**src/rtl/uart_8n1_pkg.sv**
```systemverilog
// rtl/uart_8n1_pkg.sv - shared constants and types for the 8N1 UART receive buffer
// Contents:
//   DATA_WIDTH  : received frame payload width (8)
//   ENTRY_WIDTH : FIFO entry width, 9 ({error, data}) when UART_RX_BUFFER_ERR_TAG_EN
//                 is defined, otherwise 8 (data only)
//   rx_state_t  : receiver handshake FSM states (IDLE, ARM, RECV)
package uart_8n1_pkg;

  localparam int DATA_WIDTH = 8;

`ifdef UART_RX_BUFFER_ERR_TAG_EN
  localparam int ENTRY_WIDTH = DATA_WIDTH + 1;
`else
  localparam int ENTRY_WIDTH = DATA_WIDTH;
`endif

  typedef enum logic [1:0] {
    IDLE = 2'd0,
    ARM  = 2'd1,
    RECV = 2'd2
  } rx_state_t;

endpackage

```
**src/rtl/uart_sync_fifo.sv**
```systemverilog
// rtl/uart_sync_fifo.sv - single-clock first-word-fall-through FIFO with occupancy count
// Ports:
//   clk        : clock
//   reset      : synchronous active-high reset
//   clear      : synchronous flush (wins over push/pop in the same cycle)
//   push       : write request; accepted when not full, or when full with a pop this cycle
//   push_data  : entry to write
//   pop        : remove head entry (ignored when empty)
//   head_data  : head entry, forced to 0 while empty
//   valid      : FIFO non-empty
//   full       : FIFO holds 2**DEPTH_LOG2 entries
//   count      : occupancy, 0..2**DEPTH_LOG2
module uart_sync_fifo #(
  parameter int WIDTH      = 8,
  parameter int DEPTH_LOG2 = 4
) (
  input  logic                  clk,
  input  logic                  reset,
  input  logic                  clear,
  input  logic                  push,
  input  logic [WIDTH-1:0]      push_data,
  input  logic                  pop,
  output logic [WIDTH-1:0]      head_data,
  output logic                  valid,
  output logic                  full,
  output logic [DEPTH_LOG2:0]   count
);

  localparam int                  DEPTH      = 1 << DEPTH_LOG2;
  localparam logic [DEPTH_LOG2:0] FULL_COUNT = (DEPTH_LOG2 + 1)'(DEPTH);
  localparam logic [DEPTH_LOG2:0] CNT_ONE    = (DEPTH_LOG2 + 1)'(1);
  localparam logic [DEPTH_LOG2-1:0] PTR_ONE  = DEPTH_LOG2'(1);

  logic [WIDTH-1:0]      mem [DEPTH];
  logic [DEPTH_LOG2-1:0] wr_ptr;
  logic [DEPTH_LOG2-1:0] rd_ptr;
  logic                  do_pop;
  logic                  do_push;

  assign valid   = (count != '0);
  assign full    = (count == FULL_COUNT);
  assign do_pop  = pop && valid;
  // When full, a concurrent pop frees the slot at rd_ptr (== wr_ptr), so the
  // new entry lands there and becomes the tail.
  assign do_push = push && (!full || do_pop);

  // Storage is not reset; masking keeps the head at 0 while nothing is queued.
  assign head_data = valid ? mem[rd_ptr] : '0;

  always_ff @(posedge clk) begin
    if (reset || clear) begin
      wr_ptr <= '0;
      rd_ptr <= '0;
      count  <= '0;
    end else begin
      if (do_push) wr_ptr <= wr_ptr + PTR_ONE;
      if (do_pop)  rd_ptr <= rd_ptr + PTR_ONE;
      if (do_push && !do_pop)      count <= count + CNT_ONE;
      else if (do_pop && !do_push) count <= count - CNT_ONE;
    end
  end

  always_ff @(posedge clk) begin
    if (do_push && !reset && !clear) mem[wr_ptr] <= push_data;
  end

endmodule

```
**src/rtl/uart_8n1_rx_buffer.sv**
```systemverilog
// rtl/uart_8n1_rx_buffer.sv - keeps an 8N1 receiver armed and buffers its frames in a FIFO
// Optional feature macro: UART_RX_BUFFER_ERR_TAG_EN (errored frames stored with an error tag)
// Ports:
//   clk_baud_16x : sole clock (16x baud)
//   reset        : synchronous active-high reset
//   recv_data    : received byte from the receiver
//   recv_busy    : receiver is in a receive cycle
//   recv_error   : receiver frame-error pulse, valid in the capture cycle
//   recv_read    : arm request to the receiver
//   out_data     : head-of-FIFO byte
//   out_error    : head entry error tag (0 when the tag feature is disabled)
//   out_valid    : FIFO non-empty
//   out_ready    : consumer accepts head this cycle
//   fifo_count   : current occupancy
//   overflow     : sticky, a frame was dropped for lack of space
//   err_count    : saturating count of errored frames
//   clear        : synchronous flush of FIFO, overflow and err_count
module uart_8n1_rx_buffer
  import uart_8n1_pkg::*;
#(
  parameter int DEPTH_LOG2    = 4,
  parameter int ERR_CNT_WIDTH = 8
) (
  input  logic                     clk_baud_16x,
  input  logic                     reset,
  input  logic [7:0]               recv_data,
  input  logic                     recv_busy,
  input  logic                     recv_error,
  output logic                     recv_read,
  output logic [7:0]               out_data,
  output logic                     out_error,
  output logic                     out_valid,
  input  logic                     out_ready,
  output logic [DEPTH_LOG2:0]      fifo_count,
  output logic                     overflow,
  output logic [ERR_CNT_WIDTH-1:0] err_count,
  input  logic                     clear
);

  localparam logic [ERR_CNT_WIDTH-1:0] ERR_ONE = ERR_CNT_WIDTH'(1);

  rx_state_t              state;
  logic                   capture;
  logic                   push;
  logic                   fifo_full;
  logic [ENTRY_WIDTH-1:0] push_entry;
  logic [ENTRY_WIDTH-1:0] head_entry;

  // The receiver drops busy once the frame is complete; that cycle carries data/error.
  assign capture = (state == RECV) && !recv_busy;

`ifdef UART_RX_BUFFER_ERR_TAG_EN
  assign push       = capture && !clear;
  assign push_entry = {recv_error, recv_data};
  assign out_error  = head_entry[DATA_WIDTH];
`else
  assign push       = capture && !recv_error && !clear;
  assign push_entry = recv_data;
  assign out_error  = 1'b0;
`endif

  assign out_data = head_entry[DATA_WIDTH-1:0];

  uart_sync_fifo #(
    .WIDTH      (ENTRY_WIDTH),
    .DEPTH_LOG2 (DEPTH_LOG2)
  ) u_fifo (
    .clk       (clk_baud_16x),
    .reset     (reset),
    .clear     (clear),
    .push      (push),
    .push_data (push_entry),
    .pop       (out_ready),
    .head_data (head_entry),
    .valid     (out_valid),
    .full      (fifo_full),
    .count     (fifo_count)
  );

  // recv_read is registered alongside the state so it is high exactly in ARM.
  always_ff @(posedge clk_baud_16x) begin
    if (reset) begin
      state     <= IDLE;
      recv_read <= 1'b0;
    end else begin
      case (state)
        IDLE: begin
          state     <= ARM;
          recv_read <= 1'b1;
        end
        ARM: begin
          if (recv_busy) begin
            state     <= RECV;
            recv_read <= 1'b0;
          end
        end
        RECV: begin
          if (!recv_busy) begin
            state     <= ARM;
            recv_read <= 1'b1;
          end
        end
        default: begin
          state     <= IDLE;
          recv_read <= 1'b0;
        end
      endcase
    end
  end

  always_ff @(posedge clk_baud_16x) begin
    if (reset || clear) begin
      overflow  <= 1'b0;
      err_count <= '0;
    end else begin
      // A full FIFO still accepts the push when the head leaves in the same cycle.
      if (push && fifo_full && !out_ready) overflow <= 1'b1;
      if (capture && recv_error && (err_count != '1)) err_count <= err_count + ERR_ONE;
    end
  end

endmodule

```
**config.mk**
```make
export PLATFORM = sky130hd
export DESIGN_NAME = uart_8n1_rx_buffer
export DESIGN_NICKNAME = d
export VERILOG_FILES = /design/src/rtl/uart_8n1_pkg.sv /design/src/rtl/uart_sync_fifo.sv /design/src/rtl/uart_8n1_rx_buffer.sv
export SDC_FILE = /design/constraint.sdc
export NUM_CORES = 1
export LEC_CHECK = 0
export CAP_MARGIN = 20
export CORE_ASPECT_RATIO = 0.9
export CORE_MARGIN = 2
export CORE_UTILIZATION = 60
export DETAILED_ROUTE_END_ITERATION = 10
export PLACE_DENSITY = 0.8
export SETUP_SLACK_MARGIN = 0.2
export SLEW_MARGIN = 5
export SYNTH_ARGS = -nofsm -noshare
export SYNTH_HDL_FRONTEND = slang
export SYNTH_SLANG_ARGS = --single-unit
```
**constraint.sdc**
```tcl
create_clock -name clk_baud_16x -period 4.8 [get_ports clk_baud_16x]
set_clock_uncertainty 0.15 [all_clocks]
set_input_delay 1.2 -clock clk_baud_16x [delete_from_list [all_inputs] [get_ports clk_baud_16x]]
set_output_delay 1.2 -clock clk_baud_16x [all_outputs]
set_load 0.05 [all_outputs]
```
==> results of run 1 <==
-- worst paths after layout --
check	slack, ns	endpoint
setup / recovery	0.54	out_data[1]
hold / removal	0.34	overflow
setup reg to reg	1.51	u_fifo.count[4]
hold reg to reg	0.34	overflow
-- power by group --
part	total (mW)	internal, mW	switching [mW]	leakage (nW)
combinational	0.138	0.0468	0.0908	0.737
clock	1.38	0.828	0.548	0.300
sequential	1.48	1.47	0.00495	1.38
-- kinds of logic after synthesis --
| logic type | after synthesis | share of synthesized area, % |
|---|---|---|
| mux | 42 | 12.8 |
| xor+xnor | 12 | 1.64 |
| compound gates | 45 | 4.99 |
| flops | 157 | 69.2 |
| fa+ha+maj | 13 | 2.62 |
| other cells | 1 | 0.0586 |
| simple gates | 86 | 6.44 |
| buf+inv | 33 | 2.25 |
-- cell usage in the layout, fill, tap and decap left out, types with 2 or more instances in the layout --
cell                              netlist  layout
sky130_fd_sc_hd__xnor2_1                3       3
sky130_fd_sc_hd__a21o_1                 2       2
sky130_fd_sc_hd__o21ai_0                3       3
sky130_fd_sc_hd__buf_4                  1      16
sky130_fd_sc_hd__or4_1                  2       2
sky130_fd_sc_hd__xor2_1                 9       9
sky130_fd_sc_hd__edfxtp_1             128     128
sky130_fd_sc_hd__clkdlybuf4s50_1        0      37
sky130_fd_sc_hd__clkinv_1               0       2
sky130_fd_sc_hd__ha_1                  11      11
sky130_fd_sc_hd__nand2_1                9       9
sky130_fd_sc_hd__o211ai_1               3       3
sky130_fd_sc_hd__nor3b_1                2       2
sky130_fd_sc_hd__a21oi_1                9       9
sky130_fd_sc_hd__mux2i_1               10      10
sky130_fd_sc_hd__clkbuf_16              0      17
sky130_fd_sc_hd__inv_1                 12      12
sky130_fd_sc_hd__nor3_1                 7       7
sky130_fd_sc_hd__and3_1                 2       2
sky130_fd_sc_hd__dfxtp_1               29      28
sky130_fd_sc_hd__bufinv_16              0       3
sky130_fd_sc_hd__inv_6                  0       5
sky130_fd_sc_hd__nor2_1                37      37
sky130_fd_sc_hd__a211oi_1              17      17
sky130_fd_sc_hd__mux4_2                32      32
sky130_fd_sc_hd__clkinv_4               0       3
sky130_fd_sc_hd__nor2b_1                8       8
sky130_fd_sc_hd__nand3_1               12      12
sky130_fd_sc_hd__o2111ai_1              2       2
-- Yosys cell counts, types with 2 or more instances --
master                        n  area share (%)
sky130_fd_sc_hd__o2111ai_1    2            0.27
sky130_fd_sc_hd__dfxtp_1     29             9.1
sky130_fd_sc_hd__clkbuf_1     9            0.53
sky130_fd_sc_hd__o21ai_0      3            0.23
sky130_fd_sc_hd__xnor2_1      3            0.41
sky130_fd_sc_hd__nor3_1       7            0.55
sky130_fd_sc_hd__nand2_1      9            0.53
sky130_fd_sc_hd__o211ai_1     3            0.35
sky130_fd_sc_hd__buf_1        3            0.18
sky130_fd_sc_hd__xor2_1       9             1.2
sky130_fd_sc_hd__nand3_1     12            0.94
sky130_fd_sc_hd__edfxtp_1   128              60
sky130_fd_sc_hd__a211oi_1    17             2.0
sky130_fd_sc_hd__or4_1        2            0.23
sky130_fd_sc_hd__a21o_1       2            0.23
sky130_fd_sc_hd__buf_2        7            0.55
sky130_fd_sc_hd__mux4_2      32              11
sky130_fd_sc_hd__nor2b_1      8            0.78
sky130_fd_sc_hd__mux2i_1     10             1.6
sky130_fd_sc_hd__nor2_1      37             2.2
sky130_fd_sc_hd__nor3b_1      2            0.23
sky130_fd_sc_hd__a21oi_1      9            0.70
sky130_fd_sc_hd__and3_1       2            0.20
sky130_fd_sc_hd__inv_1       12            0.70
sky130_fd_sc_hd__ha_1        11             2.2
-- registers in the layout, summed over array words and instances (netlist names), named ones only --
signal and flops:
err_count 8, u_fifo.wr_ptr 4, u_fifo.count 5, recv_read 1, state 2, u_fifo.rd_ptr 4
overflow 1, u_fifo.mem 128
-- worst max-delay path, delay by kind of cell, from the launching register on --
family | cells | cell delay [ns]
multiplexers | 1 | 0.54
buffers and inverters | 2 | 1.00
flip-flops | 1 | 0.33
AO/OA/AOI/OAI | 2 | 0.46
AND/OR/NAND/NOR | 1 | 0.15
-- per-layer routing --
metal	vias to the layer above	part of all wire (%)	track usage, %
li1	1623	-	-
met1	1851	41	33.5
met2	182	50	40.5
met3	30	7.2	6.58
met4	0	2.0	9.94
met5	-	0	0
-- metrics by stage --
step | area [sq um] | std cells | utilization (%)
final | 7580 | 583 | 73.7
after global routing | 7580 | 583 | 73.7
after CTS | 7580 | 583 | 73.7
after detailed placement | 6970 | 551 | 67.7
after global placement | 6970 | 551 | 67.7
after floorplan | 6400 | 389 | -
-- cell type report --
| type | instances | area share (%) |
|---|---|---|
| Multi-Input combinational cell | 199 | 24.1 |
| Sequential cell | 157 | 58.4 |
| Inverter | 12 | 0.594 |
| Tap cell | 129 | 2.13 |
| Timing Repair Buffer | 54 | 6.73 |
| Clock inverter | 15 | 2.43 |
| Clock buffer | 17 | 5.61 |
==> results_dict.tcl, run 1 <==
set metrics [dict create \
    dr.first_iter.drc_count 385 \
    grt_antenna_before_repair 0 \
    grt_max_degree 33 \
    vdd_ir_drop_max_mv 0.372 \
    portBuffers 37 \
    tightest_slew_ns 0.910 \
    power.leakage_nw 2.42 \
    maxSlewViolCount 0 \
    worst-r2r-cell-count 8 \
    routed-via-count 3686 \
    area_used_by_multi_input_combinational_logic_sq_mm 0.00183 \
    post-route-period-util_pct 88.7 \
    place_ws_ns 0.595 \
    crit_fanout 32 \
    fin_tns_setup_ns 0 \
    crit_arrival_ns 2.91 \
    drtAntennaViolNets 0 \
    fp.dieW_um 113 \
    timing.hold.worst_path_depth 2 \
    maxCapViolCount 0 \
    fin_hold_ws_ns 0.337 \
    vias_per_cell 6.32 \
    timing.slew.headroom_pct 39.1 \
    timing.critical_path.mode_cell "sky130_fd_sc_hd__a211oi_1" \
    die_h_um 102 \
    dp_hpwl_um 8040 \
    yosysSeqAreaShare_pct 69.2 \
    clock_tree.root_cell "sky130_fd_sc_hd__clkbuf_16" \
    core_area_sq_mm 0.0103 \
    worstSetupPathType "register to output port" \
    worstHoldPathType "register to register" \
    timing_hold_violations_final 0 \
    power_mw 2.99 \
    yosysWarningCount 0 \
    cts_resized 0 \
    cts.reportedPaths.clkPinSlew_ns 0.06 \
    crit_path_cell_chain "buf_12, mux4_2, nor2b_1, a211oi_1, a211oi_1, clkdlybuf4s50_1" \
    detail_route.first_pass.iterations 7 \
    design.final.nets 467 \
    grt_overflow 0 \
    ys.flop_type "sky130_fd_sc_hd__edfxtp_1" \
    place.gp.congestion 0.779 \
    cts_tree "done" \
    area.growth.synth_to_final_pct 18.5 \
    power_per_cell_area_mw_per_mm2 395 \
    grtUsageTotal_pct 25.1 \
    cts_buffers 17 \
    cts_hold_buf 0 \
    ys_ff_latch 157 \
    die_area_sq_mm 0.0115 \
    post_drt_wl_per_cell_um 23.0 \
    clkLatencyLatePin_ns 0.41 \
    cts_htree_levels 4 \
    synth.cell_area_sq_mm 0.00640 \
    synthesis.nets 415 \
    number_of_ports_placed_on_the_die_boundary 39 \
    rows 35 \
    drt_wl_total_um 13400 \
    worstReg2RegStart "u_fifo.count[0]" \
    first_global_vias 3650 \
    setup_viol_count_final 0 \
    synthDistinctLibCells 46 \
    syn_avg_cell_area_sq_um 16.4 \
    num_antenna_cells 0 \
    cts.repair_timing.setup_buffer_count 0 \
    critical_path_required_ns 3.45 \
    rsz0062_at_grt "false" \
    setup.worst_path.end_class "output port" \
    crit_slowest_cell "sky130_fd_sc_hd__clkdlybuf4s50_1" \
    finalCriticalPeriod_ns 4.26 \
    fin_ws_ns 0.543 \
    clock_sinks 157 \
    final-seq-area_sq_mm 0.00443 \
    run_status "finished, final reports clean" \
    timing.hold.worst.start "overflow" \
    synth_edf_count 128 \
    timing.fmax_mhz 235 \
    critical_path.startpoint_type "register" \
    grt_first_pass_wirelength_um 20700 \
    initial_utilization_pct 62.2 \
    post_route_cells_drive_above_1_share_pct 18.3 \
    worst_path_largest_cell_delay_ns 0.76 \
    post_synth_arst_share_pct 0 \
    drt_drc_violations_left 0 \
    cts.path.max_buffers 2 \
    synthCells 389 \
    final.fill_count 635 \
]
No activity file was read; power rests on OpenSTA's default activity.
==> run 2: changes to the inputs <==
--- a/config.mk
+++ b/config.mk
@@ -5,7 +5,7 @@
 export SDC_FILE = /design/constraint.sdc
 export NUM_CORES = 1
 export LEC_CHECK = 0
-export CAP_MARGIN = 20
+export CAP_MARGIN = 40
 export CORE_ASPECT_RATIO = 0.9
 export CORE_MARGIN = 2
 export CORE_UTILIZATION = 60
==> run 2 against run 1 <==
  * Count of clock-buffer cells in the layout unchanged
  * Sequential share of layout area down 0.058 points
  * Die area unchanged
  * Non-clock buffer count up 1
  * Final area about the same
  * Routed wire length up 0.15%
  * Maximum frequency up 0.40%
  * Power down 0.13%
  * Via count down 0.71%
  * Combinational power about the same
  * Sequential power about the same
  * Critical path type unchanged
  * Critical endpoint unchanged
  * Largest cell class unchanged
  * Largest power group unchanged
==> results_dict.tcl, run 2 (synthesized netlist as in run 1, its figures left out) <==
set metrics [dict create \
    first_global_vias 3650 \
    fin_tns_setup_ns 0 \
    drtAntennaViolNets 0 \
    power_switching_mw 0.640 \
    fp.dieW_um 113 \
    clock_tree.root_cell "sky130_fd_sc_hd__clkbuf_16" \
    clock_sinks 157 \
    final-instance-count-excl-fill 584 \
    registers.top_by_ff_count "u_fifo.mem" \
    max_ffs_per_register 128 \
    place.gp.congestion 0.779 \
    design.final.nets 468 \
    busiest_layer "met2" \
    setup.worst_path.end_class "output port" \
    setup_viol_count_final 0 \
    grt_overflow 0 \
    most_common_library_cell_in_the_layout_ignoring_fill_and_taps "sky130_fd_sc_hd__edfxtp_1" \
    cts.reportedPaths.clkPinSlew_ns 0.06 \
    dr.first_iter.drc_count 363 \
    vias_per_cell 6.27 \
    maxCapViolCount 0 \
    sequentialPowerShare_pct 49.5 \
    rows 35 \
    number_of_ports_placed_on_the_die_boundary 39 \
    portBuffers 37 \
    final-seq-area_sq_mm 0.00443 \
    cts_buffers 17 \
    cts_resized 0 \
    initial_utilization_pct 62.2 \
    worstSetupPathType "register to output port" \
    cts_htree_levels 4 \
    timing.fmax_mhz 236 \
    switching_share_pct 21.4 \
    clkLatencyLatePin_ns 0.41 \
    grt_antenna_before_repair 0 \
    grtUsageMet3_pct 6.58 \
    dp_hpwl_um 8040 \
    core_area_sq_mm 0.0103 \
    power.leakage_nw 2.43 \
    reg.largest.list "u_fifo.mem (128), err_count (8), u_fifo.count (5)" \
    area.growth.synth_to_final_pct 18.6 \
    num_antenna_cells 0 \
    detail_route.first_pass.iterations 5 \
    worstHoldPathType "register to register" \
    cts.repair_timing.setup_buffer_count 0 \
    drt_wl_total_um 13400 \
    worstReg2RegStart "u_fifo.count[0]" \
    routed-via-count 3660 \
    finalCriticalPeriod_ns 4.24 \
    drt_drc_violations_left 0 \
    timing.hold.worst.start "overflow" \
    run_status "finished, final reports clean" \
    crit_fanout 32 \
    crit_arrival_ns 2.89 \
    layout_common_cells "128 x sky130_fd_sc_hd__edfxtp_1, 37 x sky130_fd_sc_hd__nor2_1, 37 x sky130_fd_sc_hd__clkdlybuf4s50_1, 32 x sky130_fd_sc_hd__mux4_2, 28 x sky130_fd_sc_hd__dfxtp_1" \
    share_clk_of_total_power_pct 45.9 \
    grt_max_degree 33 \
    power.combinational.fraction_pct 4.6 \
    critical_path_required_ns 3.45 \
    vdd_ir_drop_max_mv 0.369 \
    cts_hold_buf 0 \
    rsz0062_at_grt "false" \
    post_drt_wl_per_cell_um 23.0 \
    critical_path.startpoint_type "register" \
    die_area_sq_mm 0.0115 \
    area_used_by_multi_input_combinational_logic_sq_mm 0.00183 \
    post_route_cells_drive_above_1_share_pct 18.5 \
    tightest_slew_ns 0.886 \
    post-route-period-util_pct 88.3 \
    cts_tree "done" \
    timing.slew.headroom_pct 40.7 \
    global_route.usage.met2_pct 40.5 \
    die_h_um 102 \
    placed_cells 551 \
    grtUsageTotal_pct 25.1 \
    maxSlewViolCount 0 \
    cts.path.max_buffers 2 \
    final.fill_count 634 \
    timing_hold_violations_final 0 \
    grt_first_pass_wirelength_um 20700 \
    internal_power_mw 2.35 \
    grt_util_met1_pct 33.5 \
    power_per_cell_area_mw_per_mm2 394 \
]
run 2: metal layers:
layer / wire length, um / up-vias / share of wire (%)
met5: 0 / - / 0
met4: 238 / 0 / 1.8
met3: 906 / 29 / 6.8
met2: 6810 / 171 / 51
met1: 5470 / 1835 / 41
li1: - / 1625 / -
run 2: final timing paths:
kind | endpoint | slack, ns | cells after the start
worst max-delay path | out_data[1] | 0.56 | 6
worst min register to register | overflow | 0.33 | 2
worst min-delay path | overflow | 0.33 | 2
worst max register to register | u_fifo.count[4] | 1.51 | 8
run 2: through the flow:
stage          cell area (sq um)  hold slack (ns)  util [%]  power, mW  worst slack (ns)
4_1_cts                     7580            0.332      73.7       3.01             0.504
6_report                    7590            0.334      73.7       2.99             0.560
2_1_floorplan               6400            0.309         -       1.59             0.948
5_1_grt                     7590            0.347      73.7       3.07             0.418
3_5_place_dp                6970            0.317      67.7       1.65             0.595
3_3_place_gp                6970            0.315      67.7       1.64             0.733
run 2: cell type report:
type	count	area share [%]
multi-input cells	199	24.1
clock inverters	15	2.42
well taps	129	2.13
repair buffers	55	6.83
inverters	12	0.594
clock buffers	17	5.61
flip-flops and latches	157	58.3
run 2: critical path, stage by stage (launching register included):
cell	delay, ns
sky130_fd_sc_hd__dfxtp_2	0.33
sky130_fd_sc_hd__buf_12	0.24
sky130_fd_sc_hd__mux4_2	0.54
sky130_fd_sc_hd__nor2b_1	0.15
sky130_fd_sc_hd__a211oi_1	0.34
sky130_fd_sc_hd__a211oi_1	0.10
sky130_fd_sc_hd__clkdlybuf4s50_1	0.76
run 2: power by group through the flow:
stage                     sequential (mW)  clock, mW  combinational, mW
after floorplan                      1.52          0             0.0718
after global placement               1.51          0              0.133
after detailed placement             1.51          0              0.137
final                                1.48       1.37              0.137
after global routing                 1.48       1.45              0.148
after CTS                            1.48       1.39              0.138
==> run 3: changes to the inputs <==
--- a/config.mk
+++ b/config.mk
@@ -7,10 +7,10 @@
 export LEC_CHECK = 0
 export CAP_MARGIN = 40
 export CORE_ASPECT_RATIO = 0.9
-export CORE_MARGIN = 2
+export CORE_MARGIN = 5
 export CORE_UTILIZATION = 60
 export DETAILED_ROUTE_END_ITERATION = 10
-export PLACE_DENSITY = 0.8
+export PLACE_DENSITY = 0.92
 export SETUP_SLACK_MARGIN = 0.2
 export SLEW_MARGIN = 5
 export SYNTH_ARGS = -nofsm -noshare
==> run 3 against run 2 <==
  * Count of clock-buffer cells in the layout grew 2
  * Combinational power is essentially flat
  * Worst setup slack lost 0.21 ns
  * Sequential power is essentially flat
  * Non-clock buffer count shrank 4
  * Critical endpoint unchanged
  * Sequential share of layout area grew 0.26 points
  * Routed wire length shrank 1.2%
  * Power grew 1.1%
  * Hold slack gained 0.018 ns
  * Sequential cell count is the same
  * Critical path type unchanged
  * Maximum frequency shrank 4.8%
==> results_dict.tcl, run 3 (synthesized netlist as in run 1, its figures left out) <==
set metrics [dict create \
    run_status "finished, final reports clean" \
    critical_path_required_ns 3.45 \
    clock_sinks 157 \
    worstHoldPathType "register to register" \
    number_of_ports_placed_on_the_die_boundary 39 \
    worstSetupEndpoint "out_data[1]" \
    rr_endpoint "u_fifo.count[4]" \
    crit_arrival_ns 3.10 \
    fp.dieW_um 119 \
    cts_buffers 17 \
    grt_overflow 0 \
    maxSlewViolCount 0 \
    die_area_sq_mm 0.0128 \
    power.leakage_nw 2.41 \
    timing.reg2reg.setup_slack_ns 1.58 \
    cts.reportedPaths.clkPinSlew_ns 0.06 \
    drtAntennaViolNets 0 \
    timing_hold_violations_final 0 \
    worst-r2r-cell-count 8 \
    crit_start "u_fifo.count[1]" \
    num_antenna_cells 0 \
    cts_htree_levels 4 \
    setup.worst_path.end_class "output port" \
    worstReg2RegStart "u_fifo.count[1]" \
    final-instance-count-excl-fill 580 \
    tightest_slew_ns 0.922 \
    grt_max_degree 33 \
    cts.path.max_buffers 2 \
    routed-via-count 3636 \
    die_h_um 108 \
    max_ffs_per_register 128 \
    fin_ws_ns 0.349 \
    most_common_library_cell_in_the_layout_ignoring_fill_and_taps "sky130_fd_sc_hd__edfxtp_1" \
    portBuffers 37 \
    worstSetupPathType "register to output port" \
    detail_route.first_pass.iterations 4 \
    setup_viol_count_final 0 \
    initial_utilization_pct 61.9 \
    vdd_ir_drop_max_mv 0.222 \
    post-route-period-util_pct 92.7 \
    final.fill_count 613 \
    power_mw 3.02 \
    post_route_cells_drive_above_1_share_pct 17.5 \
    grt_antenna_before_repair 0 \
    fin_util_pct 73.1 \
    post_drt_wl_per_cell_um 22.9 \
    drt_wl_total_um 13300 \
    cts_hold_buf 0 \
    grt_first_pass_wirelength_um 21300 \
    timing.slew.headroom_pct 38.3 \
    drt_drc_violations_left 0 \
    grtUsageTotal_pct 22.8 \
    area.growth.synth_to_final_pct 18.2 \
    design.final.nets 464 \
    critical_path.startpoint_type "register" \
    clkLatencyLatePin_ns 0.42 \
    finalCriticalPeriod_ns 4.45 \
    vias_per_cell 6.27 \
    place.gp.congestion 0.773 \
    reg.largest.list "u_fifo.mem (128), err_count (8), u_fifo.count (5)" \
    clock_tree.root_cell "sky130_fd_sc_hd__clkbuf_16" \
    power_per_cell_area_mw_per_mm2 400 \
    fin_tns_setup_ns 0 \
    placed_cells 548 \
    dp_hpwl_um 8250 \
    maxCapViolCount 0 \
    first_global_vias 3832 \
    cts_tree "done" \
    registers.top_by_ff_count "u_fifo.mem" \
    rsz0062_at_grt "false" \
    place_ws_ns 0.568 \
    layout_common_cells "128 x sky130_fd_sc_hd__edfxtp_1, 37 x sky130_fd_sc_hd__nor2_1, 37 x sky130_fd_sc_hd__clkdlybuf4s50_1, 32 x sky130_fd_sc_hd__mux4_2, 28 x sky130_fd_sc_hd__dfxtp_1" \
    timing.fmax_mhz 225 \
    core_area_sq_mm 0.0103 \
    rows 35 \
    dr.first_iter.drc_count 231 \
    crit_fanout 9 \
]
## run 3: cell types whose count changed in the layout (fill, tap and decap cells not counted), sizes merged
cell,delta
clkbuf,+2
buf,-4
inv,-2
clkinv,-1
bufinv,+1
## run 3: what timing repair did
item / in CTS / in global routing
resized for setup: 1 / 0
buffers inserted: 0 / 0
setup endpoints to repair: 1 / 0
## run 3: worst min-delay path by stage
stage	start	endpoint	slack, ns	depth (start not counted)
floorplan	u_fifo.rd_ptr[3]	register	0.31	2
global placement	overflow	overflow	0.32	2
detailed placement	overflow	overflow	0.33	2
CTS	overflow	overflow	0.35	2
global route	u_fifo.rd_ptr[3]	u_fifo.rd_ptr[3]	0.38	2
finish	u_fifo.rd_ptr[3]	u_fifo.rd_ptr[3]	0.35	2
## run 3: stage by stage
| stage | instance area, sq um | hold slack (ns) |
|---|---|---|
| after floorplan | 6400 | 0.309 |
| after global placement | 6940 | 0.318 |
| after detailed placement | 6940 | 0.334 |
| after CTS | 7560 | 0.353 |
| after global routing | 7560 | 0.384 |
| final | 7560 | 0.352 |
## run 3: power breakdown
part / total (mW) / switching [mW] / internal, mW
clock network: 1.40 / 0.530 / 0.874
registers: 1.48 / 0.00518 / 1.47
logic: 0.136 / 0.0911 / 0.0452
total: 3.02 / 0.626 / 2.39
## run 3: layout make-up
| type | instances | area (sq um) | share of cell area (%) |
|---|---|---|---|
| repair buffers | 51 | 475 | 6.29 |
| clock inverters | 13 | 186 | 2.47 |
| clock buffers | 19 | 433 | 5.73 |
| multi-input cells | 199 | 1830 | 24.2 |
| well taps | 129 | 161 | 2.14 |
| inverters | 12 | 45.0 | 0.596 |
| flip-flops and latches | 157 | 4430 | 58.6 |
## run 3: layer usage
layer | global-route usage (%) | part of all wire (%) | vias up
met5 | 0 | 0 | -
met4 | 10.4 | 2.8 | 0
met3 | 6.59 | 6.0 | 25
met2 | 38.7 | 52 | 150
met1 | 27.4 | 39 | 1855
li1 | - | - | 1606
## run 3: critical path: stages (launching register included)
cell and delay, ns:
sky130_fd_sc_hd__dfxtp_1 0.37, sky130_fd_sc_hd__or4_1 0.61, sky130_fd_sc_hd__nor2_1 0.74, sky130_fd_sc_hd__a211oi_1 0.19, sky130_fd_sc_hd__clkdlybuf4s50_1 0.77
